## src/rtl/seat_reset_ctrl.sv

```systemverilog
// Daily seat-occupancy clear scheduler: button-programmed reset time, minute-edge trigger, seat sweep.
// Optional build macro SEAT_RESET_ONESHOT_EN: disarm after each sweep instead of re-arming for the next day.
module seat_reset_ctrl #(
    parameter int NUM_SEATS = 32,
    parameter int SEAT_W    = 5
) (
    input  logic              clk,
    input  logic              rst,
    input  logic              set_btn,
    input  logic              inc_btn,
    input  logic              cancel_btn,
    input  logic [10:0]       time_in,
    input  logic              rst_match,
    output logic [10:0]       reset_time,
    output logic              armed,
    output logic              seat_clr_valid,
    output logic [SEAT_W-1:0] seat_clr_idx,
    input  logic              seat_clr_ready,
    output logic              sweep_done
);

    localparam logic [2:0] S_IDLE     = 3'd0;
    localparam logic [2:0] S_SET_HOUR = 3'd1;
    localparam logic [2:0] S_SET_MIN  = 3'd2;
    localparam logic [2:0] S_ARMED    = 3'd3;
    localparam logic [2:0] S_CLEARING = 3'd4;

    localparam logic [SEAT_W-1:0] LAST_IDX = SEAT_W'(NUM_SEATS - 1);
    localparam logic [SEAT_W-1:0] IDX_ONE  = SEAT_W'(1);

`ifdef SEAT_RESET_ONESHOT_EN
    localparam logic [2:0] S_AFTER_SWEEP = S_IDLE;
`else
    localparam logic [2:0] S_AFTER_SWEEP = S_ARMED;
`endif

    logic [2:0]        state_q, state_d;
    logic [4:0]        hour_q, hour_d;
    logic [5:0]        min_q, min_d;
    logic [SEAT_W-1:0] idx_q, idx_d;
    logic              valid_q, valid_d;
    logic              done_q, done_d;
    logic              armed_q, armed_d;
    logic              prev_hit_q, prev_hit_d;
    logic              hit_s;
    logic              time_hour_unused_s;

    // The hour comparison is already folded into rst_match by the timer.
    assign time_hour_unused_s = ^time_in[10:6];

    // Trigger detect: hour match from the timer plus our own minute compare.
    always_comb begin
        hit_s = rst_match & (time_in[5:0] == min_q);
    end

    // Next-state logic for the programming FSM and the seat sweep.
    always_comb begin
        state_d    = state_q;
        hour_d     = hour_q;
        min_d      = min_q;
        idx_d      = idx_q;
        valid_d    = valid_q;
        done_d     = 1'b0;
        prev_hit_d = hit_s;
        case (state_q)
            S_IDLE: begin
                if (set_btn && !cancel_btn) begin
                    state_d = S_SET_HOUR;
                end else begin
                    state_d = S_IDLE;
                end
            end
            S_SET_HOUR: begin
                if (cancel_btn) begin
                    state_d = S_IDLE;
                end else if (set_btn) begin
                    state_d = S_SET_MIN;
                end else if (inc_btn) begin
                    hour_d = (hour_q >= 5'd23) ? 5'd0 : hour_q + 5'd1;
                end else begin
                    state_d = S_SET_HOUR;
                end
            end
            S_SET_MIN: begin
                if (cancel_btn) begin
                    state_d = S_IDLE;
                end else if (set_btn) begin
                    state_d = S_ARMED;
                end else if (inc_btn) begin
                    min_d = (min_q >= 6'd59) ? 6'd0 : min_q + 6'd1;
                end else begin
                    state_d = S_SET_MIN;
                end
            end
            S_ARMED: begin
                // Buttons outrank a same-cycle trigger edge.
                if (cancel_btn) begin
                    state_d = S_IDLE;
                end else if (set_btn) begin
                    state_d = S_SET_HOUR;
                end else if (hit_s && !prev_hit_q) begin
                    state_d = S_CLEARING;
                    idx_d   = {SEAT_W{1'b0}};
                    valid_d = 1'b1;
                end else begin
                    state_d = S_ARMED;
                end
            end
            S_CLEARING: begin
                if (valid_q && seat_clr_ready) begin
                    if (idx_q == LAST_IDX) begin
                        state_d = S_AFTER_SWEEP;
                        idx_d   = {SEAT_W{1'b0}};
                        valid_d = 1'b0;
                        done_d  = 1'b1;
                    end else begin
                        idx_d = idx_q + IDX_ONE;
                    end
                end else begin
                    state_d = S_CLEARING;
                end
            end
            default: begin
                state_d = S_IDLE;
                idx_d   = {SEAT_W{1'b0}};
                valid_d = 1'b0;
            end
        endcase
        armed_d = (state_d == S_ARMED) || (state_d == S_CLEARING);
    end

    // State and output registers.
    always_ff @(posedge clk or posedge rst) begin
        if (rst) begin
            state_q    <= S_IDLE;
            hour_q     <= 5'd0;
            min_q      <= 6'd0;
            idx_q      <= {SEAT_W{1'b0}};
            valid_q    <= 1'b0;
            done_q     <= 1'b0;
            armed_q    <= 1'b0;
            prev_hit_q <= 1'b0;
        end else begin
            state_q    <= state_d;
            hour_q     <= hour_d;
            min_q      <= min_d;
            idx_q      <= idx_d;
            valid_q    <= valid_d;
            done_q     <= done_d;
            armed_q    <= armed_d;
            prev_hit_q <= prev_hit_d;
        end
    end

    assign reset_time     = {hour_q, min_q};
    assign armed          = armed_q;
    assign seat_clr_valid = valid_q;
    assign seat_clr_idx   = idx_q;
    assign sweep_done     = done_q;

endmodule

```

## config.mk

```make
export PLATFORM = sky130hd
export DESIGN_NAME = seat_reset_ctrl
export DESIGN_NICKNAME = d
export VERILOG_FILES = /design/src/rtl/seat_reset_ctrl.sv
export SDC_FILE = /design/constraint.sdc
export NUM_CORES = 1
export LEC_CHECK = 0
export CELL_PAD_IN_SITES_DETAIL_PLACEMENT = 2
export CELL_PAD_IN_SITES_GLOBAL_PLACEMENT = 2
export CORE_ASPECT_RATIO = 0.7
export CORE_MARGIN = 2
export CORE_UTILIZATION = 27
export CTS_BUF_LIST = sky130_fd_sc_hd__clkbuf_2 sky130_fd_sc_hd__clkbuf_4 sky130_fd_sc_hd__clkbuf_8
export CTS_CLUSTER_DIAMETER = 100
export DETAILED_ROUTE_END_ITERATION = 10
export GPL_ROUTABILITY_DRIVEN = 0
export PLACE_DENSITY_LB_ADDON = 0.1
export SYNTH_ARGS = -nofsm -noshare
export SYNTH_HDL_FRONTEND = slang
export SYNTH_SLANG_ARGS = --single-unit
```

## constraint.sdc

```tcl
create_clock -name clk -period 1.7 [get_ports clk]
set_input_delay 0.51 -clock clk [delete_from_list [all_inputs] [get_ports clk]]
set_output_delay 0.51 -clock clk [all_outputs]
set_load 0.005 [all_outputs]
```

==> results_dict.tcl <==
set metrics [dict create \
    peakVddDrop_v 0.000431 \
    combPwrFrac_pct 37.3 \
    synth_edf_count 0 \
    path_cells "ha_4 -> and3_4 -> ha_4 -> nand3_4 -> nor3b_4 -> nor2b_4 -> a2111oi_2 -> o21bai_1" \
    slew_headroom_pct 64.9 \
    violations "negative setup slack" \
    postRouteAntennaNets 0 \
    core_mm2 0.00481 \
    cts_num_sinks 23 \
    pin_count 37 \
    worstSetupPathType "flip-flop to flip-flop" \
    path_buf_inv 0 \
    fin_skew_ps 7.96 \
    tightest_slew_ps 522 \
    clk_latency_ps 280 \
    cp.required_ps 1900 \
    power.leakage_nw 1.17 \
    num_vias 1495 \
    antenna_found_initial 0 \
    gr-usage-all-layers_pct 21.1 \
    synth_area_leaders "dfrtp_1 (43%), o21ai_0 (4.4%), ha_1 (3.7%)" \
    rsz0062_at_grt "true" \
    cts_root_buffer "clkbuf_8" \
    syn_to_final_growth_pct 75.7 \
    ys_async_sr_fraction_pct 100 \
    io_buffer_count 31 \
    final_common_cell "buf_4" \
    cp_top_family "simple AND/OR/NAND/NOR gates" \
    clkPwrFrac_pct 23.2 \
    fill_cells 501 \
    netSwitchingPower_w 0.000547 \
    cpMostUsedCell "ha_4" \
    drive_gt1_share_pct 43.8 \
    routed_wirelength_mm 5.59 \
    syn_area_mm2 0.00135 \
    period_minus_slack_ps 1710 \
    cp-start-kind "flip-flop" \
    placedCellCount 269 \
    grt_use_met3_pct 4.06 \
    cts_buffer_depth 2 \
    hold_violations 0 \
    endpoint_kind "flip-flop" \
    setup_viol 1 \
    initial_utilization_pct 28.1 \
    min_period_over_period_pct 100 \
    cp_max_fo 3 \
    cts_tree "yes" \
    cap_violations 0 \
    htreeDepth 1 \
    grt-busiest-layer "met2" \
    numCtsBuffers 3 \
    final_nets 247 \
    worst_slack_ps -6.58 \
    final_cells 293 \
    synth_top_area_share_pct 42.6 \
    ys_ff_latch 23 \
    arrival_ps 1900 \
    grt_use_met2_pct 34.7 \
    post-place-ws_ps -590 \
    status "finished, violations left" \
    final_cell_mix "buf_4 (45), dlygate4sd2_1 (17), dfrtp_1 (16)" \
    pwr-share-seq_pct 39.5 \
    slowest_stage "dfrtp_1" \
    synth_top_area_cell "dfrtp_1" \
    ys_warn_count 0 \
    clk_pin_slew_ps 100 \
    fin_setup_tns_ps -6.58 \
    fp-row-count 21 \
    grt_pass1_vias 1693 \
    die_h_um 63.2 \
    drc 0 \
    powerDensity_mw_per_mm2 706 \
    grt.met1_usage_pct 29.3 \
    fmax_ghz 0.586 \
    drt-wirelength-per-cell_um 19.1 \
    viasPerCell 5.10 \
    die_area_mm2 0.00560 \
    firstDrtPassIters 4 \
    die_w_um 88.6 \
    yosys.cell_types.count 49 \
    yosysSeqAreaShare_pct 42.6 \
    place_hpwl_mm 3.51 \
    postSynthCellCount 142 \
    syn_nets 164 \
    p_int_w 0.00113 \
    p_sw_share_pct 32.6 \
    drt_iter0_drc 57 \
    cpPeakStageDelay_ps 410 \
    grt_max_degree 24 \
    maxSlewViolCount 0 \
    grt_first_pass_wirelength_mm 9.01 \
    avgSynthCellArea_um2 9.52 \
    fin_hold_ws_ps 595 \
    hold_path.class "flip-flop to flip-flop" \
    n_antenna_cell 0 \
    gr-total-overflow 0 \
    synth_flop_cell "dfrtp_1" \
]
[what timing repair did]
action,in CTS,in global routing
hold buffers,0,0
resized for setup,46,27
hold endpoints to repair,0,0
pin swaps,13,8
buffers inserted,20,0
endpoints found under the setup margin,34,19
[Yosys cell counts (2+ instances only)]
cell type  number
inv_1           4
and3_1          2
dfrtp_1        23
nor3_1          3
o31ai_1         5
a21o_1          5
nor2b_1         4
nand2b_1        3
o21ai_0        12
nand3_1         8
nor3b_1         2
ha_1            4
nor2_1          7
xnor2_1         3
nor4_1          2
a21oi_1         6
a31oi_1         3
o41ai_1         2
xor2_1          3
nand2_1        12
[tightest hold or removal path: stages, from the launching register on]
cell     delay [ps]
dfrtp_1         360
buf_4           130
o41ai_2          70
[logic make-up after synthesis]
| family | Yosys count | synth area share, % |
|---|---|---|
| compound gates | 46 | 23.1 |
| xor+xnor | 6 | 3.89 |
| fa+ha+maj | 4 | 3.70 |
| buf+inv | 7 | 2.87 |
| flops | 23 | 42.6 |
| mux | 1 | 0.833 |
| simple gates | 55 | 23.0 |
[path summary, 6_finish.rpt]
kind	startpoint	endpoint	slack, ps	cells after the start
max	seat_clr_idx[0]	armed	-7	8
min	seat_clr_idx[3]	seat_clr_idx[3]	600	2
max reg2reg	seat_clr_idx[0]	armed	-7	8
min reg2reg	seat_clr_idx[3]	seat_clr_idx[3]	600	2
max in group asynchronous	rst	hour_q[0]	800	3
min in group asynchronous	rst	min_q[2]	610	3
[flip-flops by register name, indices dropped and copies added, names as in the netlist]
signal,count
state_q,3
hour_q,5
min_q,6
prev_hit_q,1
armed,1
sweep_done,1
seat_clr_valid,1
seat_clr_idx,5
[metrics by stage]
stage	total power (W)	instance area (um^2)	utilization, %
4_1_cts	0.00167	2260	47.0
6_report	0.00168	2380	49.4
5_1_grt	0.00179	2380	49.4
3_3_place_gp	0.00116	1970	40.9
3_5_place_dp	0.00118	1970	40.9
2_1_floorplan	0.000894	1370	-
[layout make-up]
cell class	instances	area, um^2	area share, %
clock buffer	4	48.8	2.05
inverter	4	15.0	0.632
timing repair buffer	81	686	28.9
tap	69	86.3	3.63
sequential	23	584	24.6
multi-input combinational	112	956	40.2
[metal layers]
metal | vias to the layer above | wire (um)
met2 | 18 | 2740
li1 | 693 | -
met3 | 2 | 114
met1 | 782 | 2710
met5 | - | 0
met4 | 0 | 23
[power by group through the flow]
| stage | Sequential [W] | Clock, W | Combinational (W) |
|---|---|---|---|
| 2_1_floorplan | 0.000695 | 0 | 0.000199 |
| 3_3_place_gp | 0.000697 | 0 | 0.000458 |
| 3_5_place_dp | 0.000702 | 0 | 0.000478 |
| 4_1_cts | 0.000657 | 0.000406 | 0.000603 |
| 5_1_grt | 0.000671 | 0.000424 | 0.000691 |
| 6_report | 0.000662 | 0.000390 | 0.000626 |
Note: power is estimated with default switching activity, not from simulation.
